### src/rtl/fifo_share_ctrl_if.sv
// fifo_share_ctrl_if
//   Bundles the producer, consumer and FIFO-side signals of fifo_share_ctrl.
//   master : environment side (producers, consumer, FIFO read data)
//   slave  : the controller
// Signals
//   req_valid/req_data/req_ready/grant_id : producer enqueue handshake
//   pop_req/pop_ready/pop_valid/pop_data  : consumer dequeue handshake
//   count/full/empty                      : committed occupancy status
//   fifo_we/fifo_en/fifo_din/fifo_dout    : FIFO control and data
interface fifo_share_ctrl_if #(
  parameter int NUM_REQ       = 4,
  parameter int DATA_BITWIDTH = 8,
  parameter int ADDR_BITWIDTH = 4
);
  localparam int IDW = $clog2(NUM_REQ);

  logic [NUM_REQ-1:0]               req_valid;
  logic [NUM_REQ*DATA_BITWIDTH-1:0] req_data;
  logic [NUM_REQ-1:0]               req_ready;
  logic [IDW-1:0]                   grant_id;
  logic                             pop_req;
  logic                             pop_ready;
  logic                             pop_valid;
  logic [DATA_BITWIDTH-1:0]         pop_data;
  logic [ADDR_BITWIDTH-1:0]         count;
  logic                             full;
  logic                             empty;
  logic                             fifo_we;
  logic                             fifo_en;
  logic [DATA_BITWIDTH-1:0]         fifo_din;
  logic [DATA_BITWIDTH-1:0]         fifo_dout;

  modport master (
    output req_valid, req_data, pop_req, fifo_dout,
    input  req_ready, grant_id, pop_ready, pop_valid, pop_data,
           count, full, empty, fifo_we, fifo_en, fifo_din
  );

  modport slave (
    input  req_valid, req_data, pop_req, fifo_dout,
    output req_ready, grant_id, pop_ready, pop_valid, pop_data,
           count, full, empty, fifo_we, fifo_en, fifo_din
  );
endinterface

### src/rtl/fifo_share_ctrl.sv
// fifo_share_ctrl
//   Round-robin shares one FIFO enqueue port among NUM_REQ producers and
//   sequences the dequeue side for one consumer. The FIFO has no full/empty,
//   so occupancy is tracked here and writes/reads are issued only when safe.
// Ports
//   clk : clock, all state on posedge
//   rst : asynchronous reset, active-high
//   bus : fifo_share_ctrl_if.slave (producer, consumer and FIFO signals)
module fifo_share_ctrl #(
  parameter int NUM_REQ       = 4,
  parameter int DATA_BITWIDTH = 8,
  parameter int ADDR_BITWIDTH = 4
) (
  input  logic             clk,
  input  logic             rst,
  fifo_share_ctrl_if.slave bus
);
  localparam int          IDW  = $clog2(NUM_REQ);
  localparam int unsigned NREQ = NUM_REQ;

  logic [IDW-1:0]           r_rr_ptr;
  logic [ADDR_BITWIDTH-1:0] r_count;
  logic                     r_we;
  logic                     r_en;
  logic                     r_pop_valid;
  logic [DATA_BITWIDTH-1:0] r_din;

  logic [DATA_BITWIDTH-1:0] w_req_word [NUM_REQ];
  logic [IDW-1:0]           w_idx;
  logic [IDW-1:0]           w_winner;
  logic [IDW-1:0]           w_rr_next;
  logic                     w_found;
  logic                     w_full;
  logic                     w_empty;
  logic                     w_push;
  logic                     w_pop;
  logic [NUM_REQ-1:0]       w_ready;
  int unsigned              w_scan;

  for (genvar g = 0; g < NUM_REQ; g++) begin : g_word
    assign w_req_word[g] = bus.req_data[g*DATA_BITWIDTH +: DATA_BITWIDTH];
  end

  // First valid requester scanning from r_rr_ptr upward, wrapping modulo NUM_REQ.
  always_comb begin
    w_found  = 1'b0;
    w_winner = '0;
    w_idx    = '0;
    w_scan   = 0;
    for (int unsigned k = 0; k < NREQ; k++) begin
      w_scan = 32'(r_rr_ptr) + k;
      if (w_scan >= NREQ) w_scan = w_scan - NREQ;
      w_idx = IDW'(w_scan);
      if (!w_found && bus.req_valid[w_idx]) begin
        w_found  = 1'b1;
        w_winner = w_idx;
      end
    end
  end

  // Usable capacity is DEPTH-1 (all-ones count): a full DEPTH pointer gap would read as empty.
  assign w_full    = (r_count == '1);
  assign w_empty   = (r_count == '0);
  assign w_push    = w_found & ~w_full;
  assign w_pop     = bus.pop_req & ~w_empty;
  assign w_rr_next = (w_winner == IDW'(NUM_REQ - 1)) ? '0 : w_winner + 1'b1;

  always_comb begin
    w_ready = '0;
    if (w_push) w_ready[w_winner] = 1'b1;
  end

  always_ff @(posedge clk or posedge rst) begin
    if (rst) begin
      r_we        <= 1'b0;
      r_en        <= 1'b0;
      r_din       <= '0;
      r_pop_valid <= 1'b0;
      r_count     <= '0;
      r_rr_ptr    <= '0;
    end else begin
      r_we        <= w_push;
      r_en        <= w_pop;
      r_pop_valid <= r_en;
      if (w_push) begin
        r_din    <= w_req_word[w_winner];
        r_rr_ptr <= w_rr_next;
      end
      // Count leads the FIFO pointers by one cycle, so a word is poppable right after its push.
      if (w_push && !w_pop)      r_count <= r_count + 1'b1;
      else if (w_pop && !w_push) r_count <= r_count - 1'b1;
    end
  end

  assign bus.req_ready = w_ready;
  assign bus.grant_id  = w_winner;
  assign bus.pop_ready = ~w_empty;
  assign bus.pop_valid = r_pop_valid;
  assign bus.pop_data  = bus.fifo_dout;
  assign bus.count     = r_count;
  assign bus.full      = w_full;
  assign bus.empty     = w_empty;
  assign bus.fifo_we   = r_we;
  assign bus.fifo_en   = r_en;
  assign bus.fifo_din  = r_din;
endmodule
### src/flat_wrapper.sv
// flat-port wrapper written by rule: the top's interface ports become plain ports
module fifo_share_ctrl_flat 
#(
  parameter int NUM_REQ       = 4,
  parameter int DATA_BITWIDTH = 8,
  parameter int ADDR_BITWIDTH = 4
)
  (clk, rst, bus_req_valid, bus_req_data, bus_pop_req, bus_fifo_dout, bus_req_ready, bus_grant_id, bus_pop_ready, bus_pop_valid, bus_pop_data, bus_count, bus_full, bus_empty, bus_fifo_we, bus_fifo_en, bus_fifo_din);
  fifo_share_ctrl_if #(.NUM_REQ(NUM_REQ), .DATA_BITWIDTH(DATA_BITWIDTH), .ADDR_BITWIDTH(ADDR_BITWIDTH)) bus_i ();
  input  logic clk;
  input  logic rst;
  input wire logic [$bits(bus_i.req_valid)-1:0] bus_req_valid;
  input wire logic [$bits(bus_i.req_data)-1:0] bus_req_data;
  input wire logic [$bits(bus_i.pop_req)-1:0] bus_pop_req;
  input wire logic [$bits(bus_i.fifo_dout)-1:0] bus_fifo_dout;
  output wire logic [$bits(bus_i.req_ready)-1:0] bus_req_ready;
  output wire logic [$bits(bus_i.grant_id)-1:0] bus_grant_id;
  output wire logic [$bits(bus_i.pop_ready)-1:0] bus_pop_ready;
  output wire logic [$bits(bus_i.pop_valid)-1:0] bus_pop_valid;
  output wire logic [$bits(bus_i.pop_data)-1:0] bus_pop_data;
  output wire logic [$bits(bus_i.count)-1:0] bus_count;
  output wire logic [$bits(bus_i.full)-1:0] bus_full;
  output wire logic [$bits(bus_i.empty)-1:0] bus_empty;
  output wire logic [$bits(bus_i.fifo_we)-1:0] bus_fifo_we;
  output wire logic [$bits(bus_i.fifo_en)-1:0] bus_fifo_en;
  output wire logic [$bits(bus_i.fifo_din)-1:0] bus_fifo_din;
  assign bus_i.req_valid = bus_req_valid;
  assign bus_i.req_data = bus_req_data;
  assign bus_i.pop_req = bus_pop_req;
  assign bus_i.fifo_dout = bus_fifo_dout;
  assign bus_req_ready = bus_i.req_ready;
  assign bus_grant_id = bus_i.grant_id;
  assign bus_pop_ready = bus_i.pop_ready;
  assign bus_pop_valid = bus_i.pop_valid;
  assign bus_pop_data = bus_i.pop_data;
  assign bus_count = bus_i.count;
  assign bus_full = bus_i.full;
  assign bus_empty = bus_i.empty;
  assign bus_fifo_we = bus_i.fifo_we;
  assign bus_fifo_en = bus_i.fifo_en;
  assign bus_fifo_din = bus_i.fifo_din;
  fifo_share_ctrl #(.NUM_REQ(NUM_REQ), .DATA_BITWIDTH(DATA_BITWIDTH), .ADDR_BITWIDTH(ADDR_BITWIDTH)) u_core (.clk(clk), .rst(rst), .bus(bus_i));
endmodule
### config.mk
export PLATFORM = sky130hd
export DESIGN_NAME = fifo_share_ctrl_flat
export DESIGN_NICKNAME = d
export VERILOG_FILES = /design/src/rtl/fifo_share_ctrl_if.sv /design/src/rtl/fifo_share_ctrl.sv /design/src/flat_wrapper.sv
export SDC_FILE = /design/constraint.sdc
export NUM_CORES = 1
export LEC_CHECK = 0
export CORE_MARGIN = 8
export CORE_UTILIZATION = 39
export CTS_CLUSTER_SIZE = 30
export DETAILED_ROUTE_END_ITERATION = 12
export GPL_ROUTABILITY_DRIVEN = 0
export PLACE_DENSITY_LB_ADDON = 0.25
export RECOVER_POWER = 100
export SYNTH_ARGS = -nofsm -noshare
export SYNTH_HDL_FRONTEND = slang
export SYNTH_SLANG_ARGS = --single-unit
### constraint.sdc
create_clock -name clk -period 5 [get_ports clk]
set_input_delay 1.25 -clock clk [delete_from_list [all_inputs] [get_ports clk]]
set_output_delay 1.25 -clock clk [all_outputs]
set_load 0.02 [all_outputs]
==> impl_metrics.ini, run 1 <==
[outcome]
status = finished, final reports clean

[timing]
grt_setup_unrepaired = false
setup_viol_count_final = 0
skew_ps = 7.57
min_period_ps = 4810
period_share_pct = 96.1
maxSlewHeadroom_pct = 56.4
hold_violations = 0
finalSetupTns_ps = 0
worstMarginPinSlew_ps = 653
max_clock_freq_mhz = 208
drv_slew = 0

[synthesis]
yosysUniqueCellTypes = 31
syn_area_um2 = 1240
yosysTopAreaCellShare_pct = 34.4
synth_edf_count = 0
ys_ff_latch = 17
synth_ff_type = dfrtp_1
synthCells = 123
yosys-top-cells-count = dfrtp_1, o21ai_0
ys_async_sr_fraction_pct = 100
syn_nets = 178
synth_warnings = 0
yosysSeqAreaShare_pct = 34.4
netlist_top_cells_area = dfrtp_1, mux2_4, ha_1
yosysMostFrequentCell = dfrtp_1
synth_area_per_cell_um2 = 10.1
yosys.area.top_type = dfrtp_1

[worst_setup_path]
path_buf_inv = 3
cpPeakStageDelay_ps = 540
slowest_stage = clkdlybuf4s50_1
cp_cell_sequence = clkdlybuf4s50_1, a21oi_1, o21a_1, o22a_1, clkinv_1, ha_1, and2_0, clkdlybuf4s50_1
path_max_fanout = 10
startpoint_type = input port
timing.rr.start = u_core.bus.count[0]
critPathTopFamily = buffers and inverters
cp_common_cell = clkdlybuf4s50_1
critPathCaptureType = output pin
worst-setup-path-type = input port to output pin
crit_required_ps = 3750
cp-startpoint = bus_req_valid[0]
arrival_ps = 3560

[layout]
area_delta_synth_final_pct = 50.8
post_layout_nonfiller_instances = 226
layout.nets = 238
drive_gt1_share_pct = 7.14
antenna_cells = 0

[pwr]
seqPwrFrac_pct = 26.5
combinationalPowerShare_pct = 65.9
pwr-share-clk_pct = 7.5
p_leak_nw = 0.791
p_sw_share_pct = 44.7
peakVddDrop_uv = 295
powerDensity_nw_per_um2 = 522
p_int_uw = 538
p_switching_uw = 435

[floorplan]
die_x_um = 72.3
die_y_um = 72.3
start_util_pct = 40.9
num_io_pins = 79
die-area_um2 = 5230
coreArea_um2 = 3030
num_rows = 20

[global_route]
grt_pass1_wl_um = 5870
antenna_found_initial = 0
grt_max_degree = 20
gr-total-overflow = 0
grt.total_usage_pct = 14.2
grt_pass1_vias = 1208

[detailed_routing]
drc = 0
drt_iter0_markers = 46
drt-total-wl_um = 3880
wl_per_cell_um = 17.2
m1WireLength_um = 1620
ant_nets = 0
wl_met3_um = 285
wl_met2_um = 1940
viasPerCell = 5.28
drt-pass1-iter-count = 4
highest_layer = met4
num_vias = 1194

[cts]
htreeDepth = 1
clk_latency_ps = 280
cts_sinks = 17
cts_root_buffer = clkbuf_4
cts_resized = 0
postCtsSetupRepairBufs = 0
cts_tree = built
clk_path_buf_depth = 2
cts.clk_slew.worst_paths_ps = 90
holdBufCountCts = 0
numCtsBuffers = 3

[min_path]
min_from = u_core.bus.fifo_en
hold_path.class = flip-flop to flip-flop

[placed_design]
io_buffers = 62
place_inst = 222
dp_hpwl_um = 3170

[run]
maxCapViolCount = 0
power by group through the flow:
stage	clock network, mW	logic (mW)	registers (mW)
final	0.0731	0.642	0.258
after global placement	0	0.670	0.259
after CTS	0.0755	0.691	0.262
after detailed placement	0	0.688	0.264
after floorplan	0	0.354	0.320
after global routing	0.0843	0.692	0.268
final timing paths:
| check | end | slack [ps] | cells after the start |
|---|---|---|---|
| max in group asynchronous | u_core.bus.fifo_din[4] | 3090 | 2 |
| worst min register to register | u_core.bus.pop_valid | 380 | 0 |
| worst max register to register | u_core.bus.count[3] | 2430 | 11 |
| worst min-delay path | u_core.bus.pop_valid | 380 | 0 |
| worst max-delay path | bus_req_ready[1] | 190 | 8 |
| min in group asynchronous | u_core.bus.fifo_din[2] | 1480 | 2 |
metrics by stage:
step           setup slack, ps  cell area, um2  power [mW]  hold slack, ps  utilization [%]
6_report                   193            1870       0.973             379             61.6
5_1_grt                   72.5            1870        1.04             401             61.6
4_1_cts                    190            1890        1.03             388             62.6
2_1_floorplan             1250            1240       0.674             494                -
3_5_place_dp               196            1870       0.952             366             61.7
3_3_place_gp               280            1870       0.929             364             61.7
logic make-up (layout without fill, tap and decap cells):
| family | Yosys count | count (layout) | synth area share (%) |
|---|---|---|---|
| flip-flops | 17 | 17 | 34.4 |
| AO/OA/AOI/OAI | 38 | 38 | 22.0 |
| multiplexers | 10 | 10 | 11.7 |
| AND/OR/NAND/NOR | 28 | 28 | 12.2 |
| XOR/XNOR | 4 | 4 | 2.83 |
| adder cells (fa/ha/maj) | 8 | 8 | 8.70 |
| buffers and inverters | 18 | 77 | 8.09 |
per-layer routing:
layer  track usage [%]  vias up
met5                 0        -
met4              5.67        0
met3              3.31        2
met2              23.5       55
met1              17.2      569
li1                  -      568
flip-flops by register name, indices dropped and copies added (netlist names):
register,count
u_core.bus.fifo_din,8
u_core.bus.count,4
u_core.r_rr_ptr,2
u_core.bus.fifo_en,1
u_core.bus.fifo_we,1
u_core.bus.pop_valid,1
placed cells by master (no fill, tap or decap), types with 2 or more instances in the layout:
cell	instances
and2_1	3
a21oi_1	5
mux2_4	4
clkbuf_4	3
clkdlybuf4s50_1	38
mux2_1	4
a21o_1	2
nand3_1	8
inv_1	6
nand2b_1	2
nor2_1	4
a221o_1	8
a211oi_1	8
dfrtp_1	17
o21ai_0	11
dlygate4sd3_1	24
o22a_1	2
nand2_1	6
xnor2_1	3
buf_4	3
ha_1	7
final cells by class:
type / instances / area, um2
repair buffers: 65 / 643
flip-flops and latches: 17 / 425
inverters: 8 / 32.5
clock buffers: 4 / 26.3
well taps: 44 / 55.1
fillers: 278 / 1160
multi-input cells: 88 / 683
Note: power is estimated with default switching activity, not from simulation.
==> inputs of run 2 (changes only) <==
--- a/config.mk
+++ b/config.mk
@@ -6,11 +6,11 @@
 export NUM_CORES = 1
 export LEC_CHECK = 0
 export CORE_MARGIN = 8
-export CORE_UTILIZATION = 39
+export CORE_UTILIZATION = 33
 export CTS_CLUSTER_SIZE = 30
 export DETAILED_ROUTE_END_ITERATION = 12
 export GPL_ROUTABILITY_DRIVEN = 0
-export PLACE_DENSITY_LB_ADDON = 0.25
+export PLACE_DENSITY = 0.85
 export RECOVER_POWER = 100
 export SYNTH_ARGS = -nofsm -noshare
 export SYNTH_HDL_FRONTEND = slang
==> constraint.sdc (replaced) <==
create_clock -name clk -period 4.1 [get_ports clk]
set_input_delay 1.025 -clock clk [delete_from_list [all_inputs] [get_ports clk]]
set_output_delay 1.025 -clock clk [all_outputs]
set_load 0.02 [all_outputs]
==> run 2 against run 1 <==
First-iteration DRC count is 39% higher. Register-to-register slack worse by 850 ps. Worst setup slack worse by 16 ps. Combinational power is 24% higher. Power is 27% higher. Critical path type unchanged.
==> impl_metrics.ini, run 2 (synthesis results as in run 1) <==
[cts]
postCtsSetupRepairBufs = 0
holdBufCountCts = 0
cts_sinks = 17
cts.clk_slew.worst_paths_ps = 60
cts_tree = built
cts_root_buffer = clkbuf_8
numCtsBuffers = 3
clk_latency_ps = 250
clk_path_buf_depth = 2
htreeDepth = 1

[placed_design]
dp_hpwl_um = 2910
placed_area_um2 = 1900
place_inst = 229
io_buffers = 62

[global_route]
grt.total_usage_pct = 12.4
grt_pass1_vias = 1249
grt_max_degree = 20
grt_pass1_wl_um = 6110
gr-total-overflow = 0
antenna_found_initial = 0

[pwr]
finalPower_mw = 1.24
p_leak_nw = 0.825
powerDensity_nw_per_um2 = 643
peakVddDrop_uv = 311

[detailed_routing]
ant_nets = 0
drt-pass1-iter-count = 4
drc = 0
drt-total-wl_um = 3810
num_vias = 1167
viasPerCell = 5.01
drt_iter0_markers = 64
wl_per_cell_um = 16.3

[worst_setup_path]
worst-setup-path-type = input port to output pin
arrival_ps = 2900
path_max_fanout = 5
startpoint_type = input port
crit_required_ps = 3070
critPathCaptureType = output pin

[layout]
layout.nets = 241
drive_gt1_share_pct = 11.4
final_common_cell = clkdlybuf4s50_1
layout_common_cells = clkdlybuf4s50_1, dlygate4sd3_1, dfrtp_1, o21ai_0
fillers = 344
final_util_pct = 52.9
antenna_cells = 0
post_layout_nonfiller_instances = 233
multi_input_area_um2 = 716
fin_area_um2 = 1920
regArea_um2 = 425
largest_reg_flops = 8
area_delta_synth_final_pct = 55.3

[timing]
hold_violations = 0
period_share_pct = 95.7
worstMarginPinSlew_ps = 866
skew_ps = 5.90
min_period_ps = 3920
maxSlewHeadroom_pct = 42.3
max_clock_freq_mhz = 255
setup_viol_count_final = 0
drv_slew = 0

[floorplan]
die_y_um = 77.2
num_rows = 22
die_x_um = 77.2
coreArea_um2 = 3630
die-area_um2 = 5970
num_io_pins = 79
start_util_pct = 34.1

[run]
maxCapViolCount = 0

[min_path]
hold_path.class = flip-flop to flip-flop

[outcome]
status = finished, final reports clean
run 2: changes by cell type in the layout (fill, tap and decap cells not counted), sizes merged:
cell / before / now
clkbuf: 4 / 8
dlygate4sd3: 24 / 20
dlygate4sd2: 0 / 2
buf: 3 / 4
run 2: final timing paths:
path | end | startpoint | cells past startpoint | slack, ps
setup / recovery | bus_req_ready[0] | bus_req_valid[0] | 8 | 180
hold / removal | u_core.bus.pop_valid | u_core.bus.fifo_en | 0 | 380
setup reg to reg | u_core.bus.count[3] | u_core.bus.count[0] | 11 | 1580
hold reg to reg | u_core.bus.pop_valid | u_core.bus.fifo_en | 0 | 380
max in group asynchronous | u_core.r_rr_ptr[1] | rst | 2 | 2390
min in group asynchronous | u_core.bus.fifo_din[2] | rst | 2 | 1290
run 2: what timing repair did:
item,in CTS,in global routing
resized for setup,2,3
cloned,0,0
pin swaps,0,0
endpoints found under the setup margin,2,2
run 2: stage by stage:
step | hold WS (ps) | worst slack (ps) | TNS (ps)
CTS | 388 | 23.2 | 0
detailed placement | 374 | -29.0 | -43.6
finish | 378 | 177 | 0
global placement | 359 | 28.1 | 0
floorplan | 494 | 796 | 0
global route | 394 | -4.35 | -4.35
run 2: final cells by class:
class                           count  share of cell area [%]
Clock buffer                        4                    2.34
Inverter                            8                    1.69
Multi-Input combinational cell     88                    37.2
Sequential cell                    17                    22.1
Tap cell                           48                    3.13
Timing Repair Buffer               68                    33.5
run 2: worst max-delay path, cell delays in order:
cell and delay [ps]:
clkdlybuf4s50_1 490, a21oi_1 180, o21a_1 120, o22a_1 260, clkinv_1 160, ha_1 210
and2_1 130, dlygate4sd2_1 320
run 2: routing by layer:
metal	global-route usage, %	share of wire (%)	up-vias
met4	4.72	1.7	0
met2	21.2	52	35
met1	14.7	42	557
met3	2.80	4.4	4
li1	-	-	571
met5	0	0	-
run 2: power by group:
part           switching (mW)  total, mW  leakage [nW]  internal [mW]
registers              0.0690      0.316         0.201          0.247
logic                   0.414      0.794         0.601          0.381
clock network          0.0568      0.126        0.0228         0.0688
